==> src/rtl/ms_latch_buf.sv <==
// rtl/ms_latch_buf.sv - gated capture buffer: DEPTH-entry in-order store with optional flow-through bypass
// Optional hold register on the read side is enabled by defining MS_LATCH_BUF_HOLD_EN.
module ms_latch_buf #(
  parameter int WIDTH = 8,
  parameter int DEPTH = 4,
  parameter int CW    = $clog2(DEPTH + 1)
) (
  input  logic             clk,
  input  logic             reset,
  input  logic             g,
  input  logic [WIDTH-1:0] d_in,
  input  logic             flow_thru,
  input  logic             out_rd,
  output logic [WIDTH-1:0] d_out,
  output logic             out_valid,
  output logic             full,
  output logic             empty,
  output logic [CW-1:0]    count,
  output logic             overflow
);

  localparam int AW = (DEPTH > 1) ? $clog2(DEPTH) : 1;

  logic [WIDTH-1:0] mem [DEPTH];
  logic [AW-1:0]    wr_ptr;
  logic [AW-1:0]    rd_ptr;
  logic [CW-1:0]    count_q;
  logic             overflow_q;

  logic             stor_valid;
  logic             bypass;
  logic             bypass_pop;
  logic             pop_stor;
  logic             push;
  logic             drop;
  logic [WIDTH-1:0] idle_data;

  assign empty      = (count_q == '0);
  assign full       = (count_q == CW'(DEPTH));
  assign count      = count_q;
  assign overflow   = overflow_q;

  assign stor_valid = !empty;
  assign bypass     = flow_thru && empty;
  assign bypass_pop = bypass && g && out_rd;
  assign pop_stor   = out_rd && stor_valid;

  // A full buffer still accepts a capture when the head is leaving in the same cycle.
  assign push = g && (!full || pop_stor) && !bypass_pop;
  assign drop = g && full && !pop_stor;

`ifdef MS_LATCH_BUF_HOLD_EN
  logic [WIDTH-1:0] hold_q;

  always_ff @(posedge clk) begin
    if (reset) begin
      hold_q <= '0;
    end else if (pop_stor || bypass_pop) begin
      hold_q <= d_out;
    end
  end

  assign idle_data = hold_q;
`else
  assign idle_data = '0;
`endif

  always_comb begin
    out_valid = 1'b0;
    d_out     = idle_data;
    if (stor_valid) begin
      out_valid = 1'b1;
      d_out     = mem[rd_ptr];
    end else if (bypass) begin
      out_valid = g;
      d_out     = d_in;
    end
  end

  // Storage is deliberately left uninitialised; count gates every read of it.
  always_ff @(posedge clk) begin
    if (!reset && push) begin
      mem[wr_ptr] <= d_in;
    end
  end

  always_ff @(posedge clk) begin
    if (reset) begin
      wr_ptr     <= '0;
      rd_ptr     <= '0;
      count_q    <= '0;
      overflow_q <= 1'b0;
    end else begin
      if (push) begin
        wr_ptr <= wr_ptr + AW'(1);
      end
      if (pop_stor) begin
        rd_ptr <= rd_ptr + AW'(1);
      end
      case ({push, pop_stor})
        2'b10:   count_q <= count_q + CW'(1);
        2'b01:   count_q <= count_q - CW'(1);
        default: count_q <= count_q;
      endcase
      if (drop) begin
        overflow_q <= 1'b1;
      end
    end
  end

endmodule

==> config.mk <==
export PLATFORM = sky130hd
export DESIGN_NAME = ms_latch_buf
export DESIGN_NICKNAME = d
export VERILOG_FILES = /design/src/rtl/ms_latch_buf.sv
export SDC_FILE = /design/constraint.sdc
export NUM_CORES = 1
export LEC_CHECK = 0
export ABC_AREA = 0
export CORE_ASPECT_RATIO = 1.25
export CORE_MARGIN = 2
export CORE_UTILIZATION = 48
export DETAILED_ROUTE_END_ITERATION = 8
export PLACE_DENSITY = 0.86
export SLEW_MARGIN = 20
export SYNTH_ARGS = -nofsm -noshare
export SYNTH_HDL_FRONTEND = slang
export SYNTH_SLANG_ARGS = --single-unit
==> constraint.sdc <==
create_clock -name clk -period 2.9 [get_ports clk]
set_input_delay 0.87 -clock clk [delete_from_list [all_inputs] [get_ports clk]]
set_output_delay 0.87 -clock clk [all_outputs]
set_load 0.005 [all_outputs]
Yosys cells after proc, flatten, opt, wreduce, memory -nomap -nowiden
Memories as Yosys holds them, arrays and structs flattened. A register that Yosys moved wholly into a read port is not among the register bits.
Cells that the tools add are included.
{ "word_totals": {"input_bits": 13, "n_memories": 1, "output_inout_bits": 15, "register_bits": 8, "ramBits": 32} }
{ "op_classes": {"eq_ne": 3, "reduce_logical": 17, "n_addsub": 4, "muxes": 9} }
{ "memory_table": {"columns": ["name", "words", "word_bits", "read_ports", "rd_clocked_by_memory_dff", "write_ports", "line_no", "text"], "rows": [
  ["mem", 4, 8, 1, 1, 1, "24", "logic [WIDTH-1:0] mem [DEPTH];"]
]} }
{ "ops": {"columns": ["op", "count"], "rows": [
  ["8-bit two-way mux", 2],
  ["1-bit logical AND", 9],
  ["3-bit one-hot mux with 2 select lines", 1],
  ["1-bit logical NOT", 5],
  ["2-bit by 1-bit adder with 2-bit output (second input constant)", 2],
  ["1-bit two-way mux", 4],
  ["2-bit two-way mux", 2],
  ["3-bit by 1-bit adder with 3-bit output (second input constant)", 1],
  ["3-bit equality test (second input constant)", 1],
  ["3-bit logical NOT", 1],
  ["3-bit by 1-bit subtractor with 3-bit output (second input constant)", 1],
  ["2-bit by 1-bit equality test with 1-bit output (second input constant)", 1],
  ["2-bit equality test (second input constant)", 1],
  ["2-bit nonzero test", 1],
  ["1-bit logical OR", 1]
]} }

Depth between registers and ports, before layout
{ "logic_depth": {"ltp_word": 9, "mapped_depth": 10, "mapped_depth_nobuf": 9} }

Worst setup path after synthesis
No wires, ideal clock.
{ "synth_path": {"kind": "input to register", "startpoint": "input out_rd", "endpoint": "register count_q[2] (netlist: count[2])", "path_stages": 9, "arrival_time_ps": 2834, "setup_slack_ps": -4, "path_cell_list": "or4b_4 o211a_4 inv_1 ha_1 inv_1 fa_1 xor2_1 or3_1 a21oi_1"} }
{ "synth_via": {"elab_chain_len": 6, "word_cells_on_any_way": 10} }
{ "synth_lines": {"columns": ["item", "line_no", "text"], "rows": [
  ["start, declared", "13", "input logic out_rd,"],
  ["1-bit logical AND", "46", "assign pop_stor = out_rd && stor_valid;"],
  ["1-bit logical OR", "49", "assign push = g && (!full || pop_stor) && !bypass_pop;"],
  ["1-bit logical AND (2 in series)", "49", null],
  ["2-bit by 1-bit equality test with 1-bit output / 2-bit equality test (equally long branches)", "100", "case ({push, pop_stor})"],
  ["3-bit one-hot mux with 2 select lines / 2-bit nonzero test (equally long branches)", null, null],
  ["end signal, assigned", "101", "2'b10: count_q <= count_q + CW'(1);"],
  ["end signal, assigned", "102", "2'b01: count_q <= count_q - CW'(1);"],
  ["end signal, assigned", "103", "default: count_q <= count_q;"],
  ["end, declared", "27", "logic [CW-1:0] count_q;"]
]} }
Parallel ways exist; a longest one is shown, timed or not.
A chain may end at the register's enable or synchronous reset.

Final worst setup path
{ "layout_path": {"startpoint": "input g", "endpoint": "output out_valid"} }
{ "layout_via": {"elab_chain_len": 2} }
{ "layout_lines": {"columns": ["item", "line_no", "text"], "rows": [
  ["start, declared", "10", "input logic g,"],
  ["1-bit two-way mux", "74", "end else if (bypass) begin"],
  ["1-bit two-way mux", "71", "if (stor_valid) begin"],
  ["end, declared", "15", "output logic out_valid,"]
]} }
No other way between the ends.

==> impl_metrics.tcl <==
set metrics [dict create \
    wl_per_cell_um 16.3 \
    wl_mm 3.61 \
    die_area_um2 4350 \
    cts_made_buffers 5 \
    hold_ws_ns 0.482 \
    grt_pass1_vias 1305 \
    fin_crit_ns 2.84 \
    cts_tree "built" \
    clkSinkCount 42 \
    clk_pin_slew_ns 0.07 \
    ctsHoldBuffers 0 \
    drtIter0Drc 66 \
    synthCells 132 \
    cp.required_ns 2.03 \
    critical_path.max_fanout 2 \
    maxCapViolations 0 \
    die_h_um 73.3 \
    max_stage_delay_ns 0.50 \
    areaGrowthSynthToFinish_pct 28.7 \
    synth_top_family_by_area "multiplexers" \
    num-nets-final 199 \
    setup_slack_ns 0.0553 \
    hold_path_class "reg2reg" \
    die_w_um 59.4 \
    fill_cells 298 \
    routed_via_density 5.47 \
    drive_above_1_share_pct 23.2 \
    dp_worst_setup_slack_ns -0.519 \
    fmax_mhz 352 \
    synthXorXnorAreaFrac_pct 1.90 \
    syn_avg_cell_area_um2 14.0 \
    crit_type "in2out" \
    clock_path_buffers 2 \
    dpl.hpwl_mm 2.53 \
    regArea_um2 1160 \
    relSlewSlack_pct 68.5 \
    power_leakage_nw 0.905 \
    synth_compound_area_share_pct 5.16 \
    cts_root_buf "clkbuf_8" \
    endpoint_kind "output pin" \
    crit_buf_inv 2 \
    finalClockSkew_ns 0.00496 \
    finalHoldViolCount 0 \
    grt_pass1_wl_mm 5.84 \
    syn_area_um2 1840 \
    post-route-util_pct 63.7 \
    fp-row-count 25 \
    crit_arrival_ns 1.97 \
    antenna_found_initial 0 \
    grt_max_degree 18 \
    p_per_area_nw_per_um2 801 \
    synth-adder-area-share_pct 4.48 \
    dpl_cell_area_um2 2300 \
    crit_path_start_kind "primary input" \
    synthSimpleGateAreaFrac_pct 10.3 \
    worst_pin_slew_ns 0.470 \
    outcome "finished, final reports clean" \
    synth.distinct_cells 27 \
    ant_nets 0 \
    slew_viol_final 0 \
    multiInputGateArea_um2 611 \
    setup_viol 0 \
    critical_path.top_delay_family "buffers and inverters" \
    vias 1209 \
    cts_max_level 2 \
    initial_utilization_pct 49.5 \
    grt-ovfl-total 0 \
    yosysSeqAreaShare_pct 63.0 \
    synth_seq_cells 42 \
    worstSkewPairLatency_ns 0.29 \
    first_pass_iters 4 \
    ir_worst_vdd_mv 0.485 \
    syn_nets 151 \
    coreArea_um2 3720 \
    post-route-drc-count 0 \
    antenna_cells 0 \
    finalCritPeriodShare_pct 98.1 \
    fin_area_um2 2370 \
    port_buffers 27 \
    rsz0062_at_grt "false" \
    synthMuxAreaShare_pct 11.1 \
    io_pins 28 \
    path_cells "clkdlybuf4s50_1 > nand2_1 > nand2_1 > clkdlybuf4s50_1" \
    place_congestion 0.726 \
    cp_slowest_cell "clkdlybuf4s50_1" \
    yosysWarningCount 0 \
    grt.total_usage_pct 18.7 \
]
==> power breakdown <==
part	internal (mW)	leakage (nW)	switching (mW)
clock	0.165	0.0416	0.190
combinational	0.424	0.491	0.365
sequential	0.713	0.372	0.0423
total	1.30	0.905	0.597
==> layout make-up <==
class | instances | share of cell area [%]
clock buffers | 5 | 2.90
multi-input cells | 73 | 25.8
flip-flops and latches | 42 | 49.0
well taps | 40 | 2.11
inverters | 10 | 1.58
clock inverters | 3 | 0.686
repair buffers | 48 | 18.0
==> worst register-to-register path, cell delays in order, from the launching register on <==
cell	delay (ns)
dfxtp_1	0.32
buf_4	0.16
or4b_4	0.53
o211a_4	0.25
inv_2	0.05
ha_1	0.15
inv_1	0.05
fa_1	0.37
xor2_1	0.15
or3_1	0.30
a21oi_1	0.14
==> metrics by stage <==
step	setup TNS [ns]	std cells	total power [mW]
detailed placement	-2.67	213	1.61
finish	0	221	1.90
global placement	-2.37	213	1.57
floorplan	0	132	1.21
CTS	0	221	1.91
global route	0	221	2.02
==> timing repair <==
item,in CTS,in global routing
pin swaps,0,0
endpoints found under the setup margin,10,4
gates resized for setup,10,4
gates cloned,0,0
buffers inserted,0,0
==> cells by family (layout without fill, tap and decap cells) <==
group,after synthesis,in the layout
DFF,42,42
and+or+nand+nor,38,38
buffers and inverters,17,66
AOI/OAI and AO/OA,15,15
muxes,10,10
adders and majority gates,6,6
xor gates and xnor gates,4,4
==> placed cells by master, fill, tap and decap left out, types with 2 or more instances in the layout <==
master and instances:
a21oi_1 2, nand2_1 18, clkbuf_8 5, mux4_2 8
ha_1 5, nor3b_1 5, buf_4 20, nor2_1 9
nand2b_1 2, edfxtp_1 32, o21ai_0 9, inv_1 9
xor2_1 4, dfxtp_1 10, dlygate4sd2_1 9, clkdlybuf4s50_1 16
==> state kept, by name, indices dropped and copies added (netlist names), named ones only <==
name and flops:
rd_ptr 2, wr_ptr 2, overflow 1, mem 32, count 3
==> synthesized netlist by cell type <==
master / number / area (um2)
or4b_1: 1 / 10.0
fa_1: 1 / 20.0
mux4_2: 8 / 180
buf_1: 2 / 7.51
nor3b_1: 5 / 37.5
xor2_1: 4 / 35.0
buf_6: 1 / 11.3
o211a_4: 1 / 17.5
mux2_4: 1 / 15.0
a31oi_1: 1 / 6.26
or4b_4: 1 / 13.8
clkbuf_1: 2 / 7.51
ha_1: 5 / 62.6
buf_2: 2 / 10.0
o21ai_0: 9 / 45.0
edfxtp_1: 32 / 961
or3_1: 1 / 6.26
inv_1: 10 / 37.5
mux2i_1: 1 / 10.0
nor2_1: 9 / 33.8
o311ai_0: 1 / 8.76
dfxtp_1: 10 / 200
o31ai_1: 1 / 7.51
a21oi_1: 2 / 10.0
nand2b_1: 2 / 12.5
nand2_1: 18 / 67.6
or3_2: 1 / 7.51
==> routing by layer <==
layer	up-vias	GRT usage (%)	part of all wire (%)
met5	-	0	0
met4	0	7.07	1.4
met3	7	4.58	7.0
met2	48	32.5	53
met1	584	21.9	38
li1	570	-	-
==> final timing paths <==
kind                            slack [ns]  depth (start not counted)         to     start
worst max-delay path                  0.06                          4  out_valid         g
worst min-delay path                  0.48                          2   overflow  overflow
worst max register to register        0.36                         10   count[2]  count[1]
worst min register to register        0.48                          2   overflow  overflow
No activity file was read; power rests on OpenSTA's default activity.
